**src/rtl/cla_seq_adder_ctrl_pkg.sv**
```systemverilog
// Shared types and helpers for the nibble-serial carry-lookahead adder.
// Holds the controller state encoding and the nibble index width function.
package cla_seq_adder_ctrl_pkg;

   typedef enum logic [1:0] {
      IDLE = 2'b00,
      RUN  = 2'b01,
      DONE = 2'b10
   } state_t;

   // A one-nibble datapath still needs a 1-bit index register.
   function automatic int idx_w(input int nib);
      if (nib <= 1) return 1;
      return $clog2(nib);
   endfunction

endpackage

```
**src/rtl/cla_seq_adder_ctrl_slice.sv**
```systemverilog
// Combinational 4-bit carry-lookahead slice: g/p generation, lookahead carry
// generator, and the per-bit sum. Time-shared by the controller.
module cla4_gen (
   input  logic [3:0] g,
   input  logic [3:0] p,
   input  logic       ci,
   output logic [3:0] c,
   output logic       co
);
   // c[i] is the carry into bit i, fully flattened so no carry ripples.
   assign c[0] = ci;
   assign c[1] = g[0] | (p[0] & ci);
   assign c[2] = g[1] | (p[1] & g[0]) | (p[1] & p[0] & ci);
   assign c[3] = g[2] | (p[2] & g[1]) | (p[2] & p[1] & g[0])
               | (p[2] & p[1] & p[0] & ci);
   assign co   = g[3] | (p[3] & g[2]) | (p[3] & p[2] & g[1])
               | (p[3] & p[2] & p[1] & g[0]) | (p[3] & p[2] & p[1] & p[0] & ci);
endmodule

module cla4_slice (
   input  logic [3:0] a_n,
   input  logic [3:0] b_n,
   input  logic       ci,
   output logic [3:0] s,
   output logic       co,
   output logic       c3
);
   logic [3:0] g;
   logic [3:0] p;
   logic [3:0] c;

   assign g = a_n & b_n;
   assign p = a_n ^ b_n;

   cla4_gen u_gen (
      .g  (g),
      .p  (p),
      .ci (ci),
      .c  (c),
      .co (co)
   );

   assign s  = p ^ c;
   assign c3 = c[3];
endmodule

```
**src/rtl/cla_seq_adder_ctrl.sv**
```systemverilog
// Multi-cycle adder/subtractor: one 4-bit CLA slice walks the operands LSB
// nibble first, with the inter-nibble carry held in a register.
module cla_seq_adder_ctrl
   import cla_seq_adder_ctrl_pkg::*;
#(
   parameter int WIDTH = 16
) (
   input  logic             clk,
   input  logic             rst,
   input  logic             in_valid,
   output logic             in_ready,
   input  logic [WIDTH-1:0] a,
   input  logic [WIDTH-1:0] b,
   input  logic             cin,
   input  logic             sub,
   output logic             out_valid,
   input  logic             out_ready,
   output logic [WIDTH-1:0] sum,
   output logic             cout,
   output logic             ovf
);
   localparam int NIB   = WIDTH / 4;
   localparam int IDX_W = idx_w(NIB);

   generate
      if ((WIDTH % 4) != 0 || WIDTH < 4) begin : g_bad_width
         $error("cla_seq_adder_ctrl: WIDTH must be a multiple of 4 and >= 4");
      end
   endgenerate

   state_t             state_reg, state_next;
   logic [WIDTH-1:0]   a_reg, a_next;
   logic [WIDTH-1:0]   b_reg, b_next;
   logic               carry_reg, carry_next;
   logic [IDX_W-1:0]   idx_reg, idx_next;
   logic [WIDTH-1:0]   sum_reg, sum_next;
   logic               cout_reg, cout_next;
   logic               ovf_reg, ovf_next;

   logic [3:0]         a_nib [NIB];
   logic [3:0]         b_nib [NIB];
   logic [3:0]         slice_s;
   logic               slice_co;
   logic               slice_c3;
   logic [WIDTH-1:0]   sum_wb;
   logic               last_nib;

   // Nibble view of the latched operands and the write-back image of the sum.
   generate
      for (genvar gi = 0; gi < NIB; gi++) begin : g_nib
         assign a_nib[gi] = a_reg[gi*4 +: 4];
         assign b_nib[gi] = b_reg[gi*4 +: 4];
         assign sum_wb[gi*4 +: 4] = (idx_reg == IDX_W'(gi)) ? slice_s
                                                            : sum_reg[gi*4 +: 4];
      end
   endgenerate

   cla4_slice u_slice (
      .a_n (a_nib[idx_reg]),
      .b_n (b_nib[idx_reg]),
      .ci  (carry_reg),
      .s   (slice_s),
      .co  (slice_co),
      .c3  (slice_c3)
   );

   assign last_nib = (idx_reg == IDX_W'(NIB - 1));

   always_comb begin
      state_next = state_reg;
      a_next     = a_reg;
      b_next     = b_reg;
      carry_next = carry_reg;
      idx_next   = idx_reg;
      sum_next   = sum_reg;
      cout_next  = cout_reg;
      ovf_next   = ovf_reg;
      case (state_reg)
         IDLE: begin
            if (in_valid) begin
               // Subtraction is A + ~B + 1; the +1 rides in on the carry.
               a_next     = a;
               b_next     = sub ? ~b : b;
               carry_next = sub ? 1'b1 : cin;
               idx_next   = '0;
               state_next = RUN;
            end
         end
         RUN: begin
            sum_next   = sum_wb;
            carry_next = slice_co;
            idx_next   = idx_reg + 1'b1;
            if (last_nib) begin
               cout_next  = slice_co;
               ovf_next   = slice_c3 ^ slice_co;
               state_next = DONE;
            end
         end
         DONE: begin
            if (out_ready) state_next = IDLE;
         end
         default: state_next = IDLE;
      endcase
   end

   always_ff @(posedge clk) begin
      if (rst) begin
         state_reg <= IDLE;
         a_reg     <= '0;
         b_reg     <= '0;
         carry_reg <= 1'b0;
         idx_reg   <= '0;
         sum_reg   <= '0;
         cout_reg  <= 1'b0;
         ovf_reg   <= 1'b0;
      end else begin
         state_reg <= state_next;
         a_reg     <= a_next;
         b_reg     <= b_next;
         carry_reg <= carry_next;
         idx_reg   <= idx_next;
         sum_reg   <= sum_next;
         cout_reg  <= cout_next;
         ovf_reg   <= ovf_next;
      end
   end

   assign in_ready  = (state_reg == IDLE);
   assign out_valid = (state_reg == DONE);
   assign sum       = sum_reg;
   assign cout      = cout_reg;
   assign ovf       = ovf_reg;

endmodule

```
**config.mk**
```make
export PLATFORM = sky130hd
export DESIGN_NAME = cla_seq_adder_ctrl
export DESIGN_NICKNAME = d
export VERILOG_FILES = /design/src/rtl/cla_seq_adder_ctrl_pkg.sv /design/src/rtl/cla_seq_adder_ctrl_slice.sv /design/src/rtl/cla_seq_adder_ctrl.sv
export SDC_FILE = /design/constraint.sdc
export NUM_CORES = 1
export LEC_CHECK = 0
export ABC_AREA = 1
export ABC_CLOCK_PERIOD_IN_PS = 3200
export BUFFER_PORTS_ARGS = -buffer_cell sky130_fd_sc_hd__buf_2
export CAP_MARGIN = 20
export CORE_MARGIN = 5
export CORE_UTILIZATION = 40
export CTS_CLUSTER_DIAMETER = 60
export DETAILED_ROUTE_END_ITERATION = 8
export SLEW_MARGIN = 0
export SYNTH_ARGS = -nofsm -noshare
export SYNTH_HDL_FRONTEND = slang
export SYNTH_HIERARCHICAL = 1
export SYNTH_SLANG_ARGS = --single-unit
```
**constraint.sdc**
```tcl
create_clock -name clk -period 3.2 [get_ports clk]
set_clock_uncertainty 0.1 [all_clocks]
set_input_delay 0.16 -clock clk [delete_from_list [all_inputs] [get_ports clk]]
set_output_delay 0.16 -clock clk [all_outputs]
set_load 0.03 [all_outputs]
```
==> impl_metrics.tcl <==
set metrics [dict create \
    wire_per_inst_um 11.7 \
    cts_setup_buffers 0 \
    gp_congestion 0.882 \
    grt_max_degree 49 \
    drt-initial-drc-count 141 \
    start_kind "flip-flop" \
    syn2layout_area_growth_pct 15.9 \
    rows 29 \
    htreeDepth 2 \
    path_buf_inv 2 \
    place_inst 505 \
    ys_seq_area_frac 0.414 \
    syn_area_sq_um 2660 \
    fin_tns_setup_ns 0 \
    syn_inst 387 \
    dieArea_sq_um 8390 \
    die_x_um 91.6 \
    clk_pin_slew_ns 0.10 \
    leakagePower_nw 1.53 \
    syn-mean-instance-area_sq_um 6.88 \
    yosys_warnings 6 \
    min_path_type "in2reg" \
    hpwl_um 4430 \
    cts_sinks 55 \
    synth_seq_cells 55 \
    cts_resized 0 \
    cp.required_ns 3.31 \
    swShare 0.300 \
    yosys.area.top_type "dfxtp_1" \
    tritoncts "done" \
    nets 483 \
    fmax_mhz 426 \
    slew-limit-headroom 0.484 \
    grt_pass1_wl_um 10600 \
    clock_power_share 0.295 \
    drt.antenna.violating_nets 0 \
    r2r_setup_slack_ns 0.85 \
    register_area_sq_um 1100 \
    slew_viol_final 0 \
    seqPwrFrac 0.478 \
    core_region_area_sq_um 6420 \
    critPathArrivalTime_ns 2.46 \
    filler_cell_count 679 \
    route.vias.total 2434 \
    clockBufferDepth 2 \
    pwr-share-comb 0.227 \
    outcome "complete, no violations" \
    final_hold_viol_count 0 \
    end_kind "flip-flop" \
    cts_inserted_buffers 5 \
    power.internal_mw 1.12 \
    synth_top_area_share 0.414 \
    drc 0 \
    routed_wl_um 6000 \
    fp.dieH_um 91.6 \
    start_util 0.415 \
    yosys-top-cells-area "dfxtp_1, nor2_1, o21ai_0" \
    drive_gt1_frac 0.162 \
    finalCritPeriodShare 0.734 \
    grt_pass1_vias 2341 \
    multi_input_area_sq_um 1340 \
    diodes 0 \
    clk_latency_ns 0.30 \
    via_per_inst 4.73 \
    worstPathMaxFanout 12 \
    synth_fp_nets 433 \
    rsz0062_at_grt "false" \
    crit_type "reg2reg" \
    antenna_found_initial 0 \
    synthDistinctLibCells 20 \
    crit_family "simple AND/OR/NAND/NOR gates" \
    max_stage_delay_ns 0.57 \
    crit_chain "inv_1 > o21ai_0 > o22ai_1 > ha_1 > nand2_1 > nand2_1 > nand2_1 > nand2_1 > inv_1 > nand2_1 > nand2_1 > nor2_1 > nor2_1" \
    p_sw_uw 478 \
    peakVddDrop_v 0.000258 \
    drv_cap 0 \
    dr.pass1.iters 4 \
    clock-root-buffer "clkbuf_8" \
    finalNonFillerCells 515 \
    io_buffer_count 57 \
    slowest_stage "dfxtp_1" \
    period_minus_slack_ns 2.35 \
    ios 58 \
    crit_path_frequent_cell "nand2_1" \
    setup_viol 0 \
    tightestPinTransition_ns 0.773 \
    overflow 0 \
    powerDensity_nw_per_um2 517 \
    track_usage 0.151 \
]
## routing by layer
layer  global-route usage  part of all wire
met5                    0                 0
met4               0.0465             0.011
met3               0.0331             0.046
met2                0.235              0.43
met1                0.207              0.51
## cells by family after synthesis
group                      Yosys count  synth area share
AOI/OAI and AO/OA                   64             0.124
adders and majority gates            8            0.0376
xor gates and xnor gates            17            0.0559
buffers and inverters               48            0.0836
DFF                                 55             0.414
and+or+nand+nor                    195             0.285
## cells in the mapped netlist
| cell | n |
|---|---|
| nand3_1 | 2 |
| dfxtp_1 | 55 |
| nor2_4 | 2 |
| nand2_4 | 1 |
| o21ai_0 | 51 |
| inv_1 | 29 |
| buf_2 | 4 |
| inv_2 | 1 |
| or2_0 | 1 |
| nand2_1 | 67 |
| nor2_1 | 122 |
| buf_4 | 2 |
| buf_6 | 4 |
| a21oi_1 | 5 |
| clkbuf_1 | 6 |
| xor2_1 | 1 |
| ha_1 | 8 |
| o22ai_1 | 8 |
| buf_1 | 2 |
| xnor2_1 | 16 |
## placed cells by master, fill, tap and decap left out
cell	count
a21oi_1	5
clkbuf_8	6
o22ai_1	8
xnor2_1	16
nand2_4	1
buf_2	57
nor2_1	122
nand2_1	67
dfxtp_1	55
bufinv_16	1
ha_1	8
buf_4	2
inv_1	29
clkinv_2	1
nand3_1	2
xor2_1	1
nor2_4	2
or2_0	1
o21ai_0	51
dlygate4sd3_1	2
inv_2	1
## worst reg2reg max path: stages (launching register included)
cell and delay [ns]:
dfxtp_1 0.57, inv_1 0.25, o21ai_0 0.13, o22ai_1 0.10
ha_1 0.32, nand2_1 0.06, nand2_1 0.14, nand2_1 0.07
nand2_1 0.12, inv_1 0.05, nand2_1 0.05, nand2_1 0.12
nor2_1 0.13, nor2_1 0.05
## path summary, 6_finish.rpt
check	start	endpoint	cells past startpoint
setup / recovery	idx_reg[1]	sum[15]	13
hold / removal	a[0]	a_reg[0]	3
setup reg to reg	idx_reg[1]	sum[15]	13
hold reg to reg	cout	cout	2
## what timing repair did
item,in CTS,in global routing
hold endpoints to repair,4,0
hold buffers,2,0
endpoints found under the setup margin,0,0
## through the flow
step	instance area (sq um)	power [mW]	hold slack, ns	worst slack (ns)	util
after global routing	3090	1.70	0.0234	0.580	0.481
final	3090	1.60	0.0207	0.852	0.481
after global placement	2950	1.14	0.291	0.994	0.459
after CTS	3090	1.61	0.00252	0.878	0.481
after floorplan	2660	1.05	0.129	1.07	-
after detailed placement	2950	1.14	0.297	0.899	0.459
## power by group through the flow
| stage | clock network [mW] | registers (mW) | logic [mW] |
|---|---|---|---|
| 3_3_place_gp | 0 | 0.779 | 0.356 |
| 3_5_place_dp | 0 | 0.778 | 0.360 |
| 6_report | 0.471 | 0.763 | 0.362 |
| 5_1_grt | 0.513 | 0.769 | 0.420 |
| 2_1_floorplan | 0 | 0.787 | 0.262 |
| 4_1_cts | 0.485 | 0.763 | 0.365 |
## cell type report
| class | instances | share of cell area |
|---|---|---|
| Sequential cell | 55 | 0.357 |
| Timing Repair Buffer | 61 | 0.104 |
| Clock buffer | 6 | 0.0268 |
| Multi-Input combinational cell | 284 | 0.434 |
| Inverter | 30 | 0.0365 |
| Clock inverter | 2 | 0.0113 |
| Tap cell | 77 | 0.0312 |
Power figures use the tool's default switching activity.
